--- config.mk ---
export PLATFORM = sky130hd
export DESIGN_NAME = ram_req_ctrl
export DESIGN_NICKNAME = d
export VERILOG_FILES = /design/src/rtl/ram_ctrl_pkg.sv /design/src/rtl/ram_req_ctrl.sv
export SDC_FILE = /design/constraint.sdc
export NUM_CORES = 1
export LEC_CHECK = 0
export BUFFER_PORTS_ARGS = -buffer_cell sky130_fd_sc_hd__buf_4
export CORE_UTILIZATION = 45
export DETAILED_ROUTE_END_ITERATION = 10
export GPL_ROUTABILITY_DRIVEN = 0
export GPL_TIMING_DRIVEN = 0
export PLACE_DENSITY_LB_ADDON = 0.12
export SLEW_MARGIN = 20
export SYNTH_ARGS = -nofsm -noshare
export SYNTH_HDL_FRONTEND = slang
export SYNTH_SLANG_ARGS = --single-unit
--- constraint.sdc ---
create_clock -name clk -period 1.85 [get_ports clk]
set_input_delay 0.185 -clock clk [delete_from_list [all_inputs] [get_ports clk]]
set_output_delay 0.185 -clock clk [all_outputs]
set_load 0.02 [all_outputs]
--- src/rtl/ram_ctrl_pkg.sv ---
// Shared definitions for the RAM request controller: default RAM geometry
// and the controller state encoding.
package ram_ctrl_pkg;

    localparam int RAM_ADDR_W = 4;
    localparam int RAM_DATA_W = 8;

    typedef enum logic [2:0] {
        IDLE     = 3'd0,
        WR       = 3'd1,
        RD_ISSUE = 3'd2,
        RD_CAP   = 3'd3,
        RESP     = 3'd4,
        CLEAR    = 3'd5
    } state_t;

endpackage

--- src/rtl/ram_req_ctrl.sv ---
// Request sequencer in front of a synchronous RAM. Accepts one read or write
// at a time over valid/ready, hides the RAM read latency and returns read
// data over a valid/ready response channel.
// Optional build macro RAM_CTRL_CLEAR_EN: zero the whole RAM after reset
// before the first request is accepted.
module ram_req_ctrl
    import ram_ctrl_pkg::*;
#(
    parameter int ADDR_W = RAM_ADDR_W,
    parameter int DATA_W = RAM_DATA_W
) (
    input  logic              clk,
    input  logic              rst_n,
    input  logic              req_valid,
    output logic              req_ready,
    input  logic              req_we,
    input  logic [ADDR_W-1:0] req_addr,
    input  logic [DATA_W-1:0] req_wdata,
    output logic              rsp_valid,
    input  logic              rsp_ready,
    output logic [DATA_W-1:0] rsp_rdata,
    output logic              busy,
    output logic              ram_we,
    output logic [ADDR_W-1:0] ram_addr,
    output logic [DATA_W-1:0] ram_din,
    input  logic [DATA_W-1:0] ram_dout
);

`ifdef RAM_CTRL_CLEAR_EN
    localparam int                DEPTH       = 2**ADDR_W;
    localparam logic [ADDR_W-1:0] LAST_ADDR   = ADDR_W'(DEPTH - 1);
    localparam state_t            RESET_STATE = CLEAR;
`else
    localparam state_t            RESET_STATE = IDLE;
`endif

    state_t            state_q, state_d;
    logic              ram_we_q, ram_we_d;
    logic [ADDR_W-1:0] ram_addr_q, ram_addr_d;
    logic [DATA_W-1:0] ram_din_q, ram_din_d;
    logic              rsp_valid_q, rsp_valid_d;
    logic [DATA_W-1:0] rsp_rdata_q, rsp_rdata_d;
`ifdef RAM_CTRL_CLEAR_EN
    logic [ADDR_W-1:0] clr_cnt_q, clr_cnt_d;
`endif

    // State and registered RAM/response outputs
    always_ff @(posedge clk or negedge rst_n) begin
        if (!rst_n) begin
            state_q     <= RESET_STATE;
            ram_we_q    <= 1'b0;
            ram_addr_q  <= '0;
            ram_din_q   <= '0;
            rsp_valid_q <= 1'b0;
            rsp_rdata_q <= '0;
        end else begin
            state_q     <= state_d;
            ram_we_q    <= ram_we_d;
            ram_addr_q  <= ram_addr_d;
            ram_din_q   <= ram_din_d;
            rsp_valid_q <= rsp_valid_d;
            rsp_rdata_q <= rsp_rdata_d;
        end
    end

`ifdef RAM_CTRL_CLEAR_EN
    // Sweep address counter; restarts from 0 on every reset
    always_ff @(posedge clk or negedge rst_n) begin
        if (!rst_n) begin
            clr_cnt_q <= '0;
        end else begin
            clr_cnt_q <= clr_cnt_d;
        end
    end
`endif

    // Next-state and next-output decode
    always_comb begin
        state_d     = state_q;
        ram_we_d    = ram_we_q;
        ram_addr_d  = ram_addr_q;
        ram_din_d   = ram_din_q;
        rsp_valid_d = rsp_valid_q;
        rsp_rdata_d = rsp_rdata_q;
`ifdef RAM_CTRL_CLEAR_EN
        clr_cnt_d   = clr_cnt_q;
`endif
        case (state_q)
            IDLE: begin
                if (req_valid) begin
                    ram_addr_d = req_addr;
                    ram_din_d  = req_wdata;
                    ram_we_d   = req_we;
                    state_d    = req_we ? WR : RD_ISSUE;
                end
            end
            WR: begin
                // RAM commits the write at this edge
                ram_we_d = 1'b0;
                state_d  = IDLE;
            end
            RD_ISSUE: begin
                // RAM loads dout from the held address at this edge
                ram_we_d = 1'b0;
                state_d  = RD_CAP;
            end
            RD_CAP: begin
                rsp_rdata_d = ram_dout;
                rsp_valid_d = 1'b1;
                state_d     = RESP;
            end
            RESP: begin
                if (rsp_ready) begin
                    rsp_valid_d = 1'b0;
                    state_d     = IDLE;
                end
            end
`ifdef RAM_CTRL_CLEAR_EN
            CLEAR: begin
                // Counter parks on the last address rather than wrapping
                if (clr_cnt_q == LAST_ADDR) begin
                    state_d = IDLE;
                end else begin
                    clr_cnt_d = clr_cnt_q + ADDR_W'(1);
                end
            end
`endif
            default: begin
                state_d     = IDLE;
                ram_we_d    = 1'b0;
                rsp_valid_d = 1'b0;
            end
        endcase
    end

    assign req_ready = (state_q == IDLE);
    assign busy      = (state_q != IDLE);
    assign rsp_valid = rsp_valid_q;
    assign rsp_rdata = rsp_rdata_q;

`ifdef RAM_CTRL_CLEAR_EN
    // During the sweep the RAM port is driven straight from the registered
    // state and counter so that every sweep cycle is a write.
    assign ram_we   = ram_we_q | (state_q == CLEAR);
    assign ram_addr = (state_q == CLEAR) ? clr_cnt_q : ram_addr_q;
    assign ram_din  = (state_q == CLEAR) ? '0 : ram_din_q;
`else
    assign ram_we   = ram_we_q;
    assign ram_addr = ram_addr_q;
    assign ram_din  = ram_din_q;
`endif

endmodule

# [Word-level counts from Yosys, hierarchy flattened]
# Cells that the tools add are included.
[classes] n_eq_ne=6 muxes=8 bitwise=2 n_reduce_logical=8
[op_table] op="3-bit one-hot mux with 4 select lines" count=1
[op_table] op="2-bit AND reduction" count=4
[op_table] op="3-bit by 2-bit equality test with 1-bit output (second input constant)" count=2
[op_table] op="3-bit two-way mux" count=2
[op_table] op="2-bit != test (second input constant)" count=2
[op_table] op="3-bit by 1-bit equality test with 1-bit output (second input constant)" count=1
[op_table] op="3-bit equality test (second input constant)" count=1
[op_table] op="3-bit logical NOT" count=1
[op_table] op="1-bit one-hot mux with 3 select lines" count=1
[op_table] op="3-bit nonzero test" count=1
[op_table] op="3-bit OR reduction" count=1
[op_table] op="1-bit two-way mux" count=2
[op_table] op="2-bit two-way mux" count=1
[op_table] op="1-bit NOT" count=2
[op_table] op="1-bit one-hot mux with 2 select lines" count=1
[op_table] op="2-bit OR reduction" count=1
[totals] register_bits=25 in_bits=25 out_inout_bits=24 elab_cells=30

# [Longest topological paths before layout]
# Gate-level depths: netlist (run 1).
[depth] word_depth=4 ltp_mapped=5 depth_no_buf=3

# [Worst setup path before layout (run 1)]
# Ideal clock, no wire load.
[synth_timing] kind="reg-to-reg" start="register state_q[0]" end="register ram_addr_q[0] (netlist: ram_addr[0])" setup_time_ps=125 arrival_ps=1421 required_ps=1725 slack_ps=304 path_stages_with_launch=6 n_path_buf=2 period_less_slack_ps=1546 path_cell_list="dfrtp_1 -> buf_6 -> nor3_4 -> and2_4 -> buf_12 -> mux2_4"
[synth_between] elab_chain_cells=2
[synth_rtl] element="start, declared" line_no="ram_req_ctrl.sv:37" text="state_t state_q, state_d;"
[synth_rtl] element="start signal, assigned" line_no="ram_req_ctrl.sv:57" text="state_q <= state_d;"
[synth_rtl] element="3-bit logical NOT"
[synth_rtl] element="named net req_ready" line_no="ram_req_ctrl.sv:15" text="output logic req_ready,"
[synth_rtl] element="2-bit AND reduction (no line)"
[synth_rtl] element="end signal, assigned" line_no="ram_req_ctrl.sv:59" text="ram_addr_q <= ram_addr_d;"
[synth_rtl] element="end, declared" line_no="ram_req_ctrl.sv:39" text="logic [ADDR_W-1:0] ram_addr_q, ram_addr_d;"
# The timed path passes the listed nets, and every way through them passes these cells.
# A chain may end at the register's enable or synchronous reset.

# [Worst setup path after layout (run 1)]
[layout_timing] start="register state_q[2]" end="register ram_din_q[6] (netlist: ram_din[6])"
[layout_between] elab_chain_cells=2
[layout_rtl] element="3-bit logical NOT" line_no="ram_req_ctrl.sv:88" text="case (state_q)"
[layout_rtl] element="2-bit AND reduction (no line)"
[layout_rtl] element="end signal, assigned" line_no="ram_req_ctrl.sv:60" text="ram_din_q <= ram_din_d;"
[layout_rtl] element="end, declared" line_no="ram_req_ctrl.sv:40" text="logic [DATA_W-1:0] ram_din_q, ram_din_d;"
# No other way between the ends.

==> results_dict.tcl, run 1 <==
set metrics [dict create \
    antenna_cells 0 \
    via_per_inst 4.83 \
    pre_cts_slack_ns 0.359 \
    status "complete, no violations" \
    die-area_um2 2520 \
    placed_cells 145 \
    cts_setup_buffers 0 \
    row_count 17 \
    setup_viol 0 \
    syn_inst 69 \
    maxCapViolCount 0 \
    r2r-start "state_q[2]" \
    synth_nets 94 \
    portBuffers 48 \
    hold_start "req_addr[3]" \
    fin_util_pct 66.9 \
    max_freq_mhz 660 \
    clockRootBuffer "clkbuf_4" \
    crit_path_start_kind "flip-flop" \
    powerDensity_nw_per_um2 1840 \
    reg2reg_slack_ns 0.33 \
    period_share_pct 81.9 \
    netlist_area_um2 1050 \
    worst_slack_ns 0.334 \
    antenna_found_initial 0 \
    async_reset_ff_share_pct 100 \
    clk_latency_ns 0.31 \
    hold_viol 0 \
    cts-buffers-inserted 3 \
    ys_warn_count 0 \
    wirelength_mm 1.96 \
    cts_max_level 1 \
    placed_area_um2 1440 \
    slew_viol_final 0 \
    avgRoutedWirePerCell_um 13.1 \
    core_area_um2 2210 \
    drive_gt1_share_pct 63.1 \
    fin_crit_ns 1.52 \
    cts_tree "yes" \
    cts.sinks 25 \
    track_usage_pct 17.2 \
    syn-mean-instance-area_um2 15.2 \
    max_slew.worst_pin.slew_ns 0.305 \
    critPathLaunch "state_q[2]" \
    p_total_mw 2.72 \
    vias 724 \
    hold_ws_ns 0.0920 \
    grt_start_max_net_pins 26 \
    fin_skew_ns 0.00116 \
    die_y_um 50.2 \
    fin_setup_tns_ns 0 \
    endpoint_kind "flip-flop" \
    nFillCells 177 \
    dp_hpwl_mm 1.38 \
    criticalPathCategory "reg2reg" \
    grt_pass1_vias 689 \
    crit_arrival_ns 1.73 \
    start_util_pct 47.3 \
    peakVddDrop_mv 0.985 \
    synth.ff_latch_count 25 \
    ios 49 \
    hold_path_class "in2reg" \
    synth_seq_area_share_pct 59.7 \
    final_cells 150 \
    yosysUniqueCellTypes 19 \
    clk_pin_slew_ns 0.12 \
    firstDrtPassIters 4 \
    synth_ff_type "dfrtp_1" \
    syn_to_final_growth_pct 41.2 \
    gr-total-overflow 0 \
    cts.path.max_buffers 2 \
    die_x_um 50.2 \
    drc 0 \
    grt_setup_unrepaired "no" \
    leakage_nw 0.738 \
    grt_pass1_wl_mm 3.15 \
    fin_nets 148 \
    cp_max_fo 10 \
    ant_nets 0 \
    final_cell_area_um2 1480 \
    dr.first_iter.drc_count 8 \
    worstPathRequired_ns 2.06 \
    synth_edf_count 0 \
    slew_headroom_pct 79.6 \
]
cells in the final DEF (no fill, tap or decap), types with 2 or more instances in the layout:
cell	n
buf_4	48
dfrtp_1	25
mux2_4	10
mux2_2	10
a21oi_1	3
nor3_1	3
nand2_1	3
clkbuf_4	3
inv_1	2
o21ai_0	2
area by class of cell:
type                       instances  area [um2]  share of cell area [%]
sequential                        25         626                    42.3
multi-input combinational         39         378                    25.5
timing repair buffer              49         370                    25.0
buffer                             3        36.3                    2.45
tap                               28        35.0                    2.37
clock buffer                       4        26.3                    1.78
inverter                           2        7.51                   0.508
worst max-delay path, stage by stage, from the launching register on:
cell	delay, ns
dfrtp_1	0.50
nor3_4	0.26
and2_4	0.20
buf_12	0.14
mux2_4	0.30
synthesized netlist by cell type, types with 2 or more instances:
library cell  instances  share of area [%]
a21oi_1               3                1.4
inv_1                 2               0.72
mux2_2               10                 11
o21ai_0               2               0.96
dfrtp_1              25                 60
nand2_1               3                1.1
mux2_4               10                 14
nor3_1                3                1.4
logic make-up (layout without fill, tap and decap cells):
kind of cell | after synthesis | count (layout) | synth area share [%]
DFF | 25 | 25 | 59.7
buffers and inverters | 5 | 58 | 4.18
muxes | 20 | 20 | 25.1
and+or+nand+nor | 13 | 13 | 8.00
AOI/OAI and AO/OA | 6 | 6 | 2.99
what timing repair did:
item                      in CTS  in global routing
hold endpoints to repair      25                  0
resized for setup              0                  0
hold buffers                   1                  0
registers in the layout, indices dropped and copies added, names as in the netlist:
name,count
state_q,3
ram_we,1
ram_addr,4
ram_din,8
rsp_valid,1
rsp_rdata,8
power breakdown:
part	switching [mW]	internal, mW	total, mW
clock	0.151	0.0844	0.235
sequential	0.154	0.817	0.971
combinational	0.717	0.802	1.52
total	1.02	1.70	2.72
final timing paths:
check / to / cells past startpoint
worst max-delay path: ram_din[6] / 4
worst min-delay path: ram_addr[3] / 2
worst max register to register: ram_din[6] / 4
worst min register to register: rsp_rdata[0] / 1
max in group asynchronous: rsp_rdata[2] / 2
min in group asynchronous: ram_addr[0] / 2
per-layer routing:
| layer | wire length, um | up-vias | GRT usage [%] |
|---|---|---|---|
| met5 | 0 | - | 0 |
| met4 | 50 | 0 | 11.4 |
| met2 | 992 | 27 | 27.6 |
| met1 | 819 | 348 | 21.2 |
| met3 | 100 | 5 | 2.73 |
| li1 | - | 344 | - |
Note: power is estimated with default switching activity, not from simulation.
==> run 2: changes to the inputs <==
- clock period: 1.85 -> 1.5 ns (I/O delays scaled with it)
==> results_dict.tcl, run 2 (synthesized netlist as in run 1, its figures left out) <==
set metrics [dict create \
    fin_skew_ns 0.00571 \
    placed_cells 145 \
    ant_nets 0 \
    final_cells 154 \
    drive_gt1_share_pct 65.9 \
    criticalPathCategory "reg2reg" \
    portBuffers 48 \
    grt_start_max_net_pins 26 \
    cts_max_level 1 \
    slowest_delay_ns 0.40 \
    wirelength_mm 2.06 \
    cts.sinks 25 \
    via_per_inst 4.81 \
    fin_crit_ns 1.47 \
    start_util_pct 47.3 \
    endpoint_kind "flip-flop" \
    antenna_cells 0 \
    grt_setup_unrepaired "yes" \
    hold_ws_ns 0.0579 \
    placed_area_um2 1440 \
    slew_viol_final 0 \
    cts_tree "yes" \
    slowest_stage "dfrtp_1" \
    antenna_found_initial 0 \
    period_share_pct 97.8 \
    die_x_um 50.2 \
    fin_setup_tns_ns 0 \
    cts.path.max_buffers 2 \
    cts-buffers-inserted 3 \
    cp_max_fo 5 \
    powerDensity_nw_per_um2 2270 \
    die-area_um2 2520 \
    leakage_nw 0.767 \
    status "complete, no violations" \
    fin_util_pct 69.4 \
    row_count 17 \
    fin_nets 152 \
    syn_to_final_growth_pct 46.6 \
    hold_path_class "in2reg" \
    hold_viol 0 \
    worst-path-buf-inv 2 \
    worstPathRequired_ns 1.71 \
    ios 49 \
    max_slew.worst_pin.slew_ns 0.314 \
    crit_path_cell_trace "buf_6 -> nor3_4 -> and2_4 -> clkbuf_16 -> mux2_4" \
    core_area_um2 2210 \
    grt_pass1_wl_mm 3.23 \
    firstDrtPassIters 4 \
    crit_arrival_ns 1.67 \
    clk_pin_slew_ns 0.13 \
    maxCapViolCount 0 \
    slew_headroom_pct 79.1 \
    setup_viol 0 \
    max_freq_mhz 682 \
    cpLargestDelayFamily "flip-flops" \
    track_usage_pct 17.7 \
    nFillCells 172 \
    dp_hpwl_mm 1.49 \
    crit_path_start_kind "flip-flop" \
    dr.first_iter.drc_count 16 \
    final_cell_area_um2 1540 \
    clk_latency_ns 0.31 \
    clockRootBuffer "clkbuf_4" \
    layout_commonest_cell "buf_4" \
    peakVddDrop_mv 1.24 \
    grt_pass1_vias 753 \
    die_y_um 50.2 \
    reg2reg_slack_ns 0.03 \
    vias 740 \
    gr-total-overflow 0 \
    final_cell_mix "buf_4 (51), dfrtp_1 (24), mux2_4 (10), mux2_2 (10)" \
    avgRoutedWirePerCell_um 13.4 \
    drc 0 \
]
run 2: cell types whose count changed in the layout (fill, tap and decap cells not counted), sizes merged:
cell | before | now
buf | 51 | 54
clkinv | 0 | 1
run 2: worst register-to-register path, delay by kind of cell, from the launching register on:
| family | cells | cell delay [ns] |
|---|---|---|
| DFF | 1 | 0.40 |
| and+or+nand+nor | 2 | 0.39 |
| muxes | 1 | 0.30 |
| buffers and inverters | 2 | 0.28 |
run 2: cell type report:
cell class              instances  area (um2)  share of cell area, %
repair buffers                 53         418                   27.2
well taps                      28        35.0                   2.28
multi-input cells              39         378                   24.6
clock buffers                   3        22.5                   1.47
inverters                       2        7.51                  0.489
plain buffers                   3        42.5                   2.77
flip-flops and latches         25         627                   40.8
clock inverters                 1        5.00                  0.326
run 2: layer usage:
metal / global-route usage, % / part of all wire [%] / vias to the layer above
li1: - / - / 353
met1: 19.9 / 40 / 357
met2: 30.7 / 54 / 28
met3: 3.64 / 4.5 / 2
met4: 10.5 / 0.78 / 0
met5: 0 / 0 / -
run 2: where the power goes:
group / switching, mW / leakage, nW / total [mW] / internal, mW
clock: 0.190 / 0.0177 / 0.290 / 0.0996
combinational: 0.915 / 0.454 / 2.00 / 1.08
sequential: 0.191 / 0.295 / 1.20 / 1.01
run 2: path summary, 6_finish.rpt:
kind,endpoint,from,cells past startpoint
setup / recovery,ram_addr[0],state_q[0],5
hold / removal,rsp_rdata[2],ram_dout[2],2
setup reg to reg,ram_addr[0],state_q[0],5
hold reg to reg,rsp_rdata[3],rsp_rdata[3],1
max in group asynchronous,state_q[2],rst_n,2
min in group asynchronous,ram_din[2],rst_n,2
run 2: per-stage QoR:
stage                     worst slack (ns)  power [mW]
final                               0.0329        3.49
after global routing               -0.0234        3.69
after CTS                           0.0162        3.41
after detailed placement            0.0361        3.11
after global placement              0.0492        3.05
after floorplan                    -0.0458        2.38
run 2: repair_timing:
action | 4_1_cts | 5_1_grt
hold buffers | 1 | 0
gates resized for setup | 0 | 4
setup buffers | 0 | 3
endpoints found under the setup margin | 0 | 10
endpoints found under the hold margin | 25 | 0
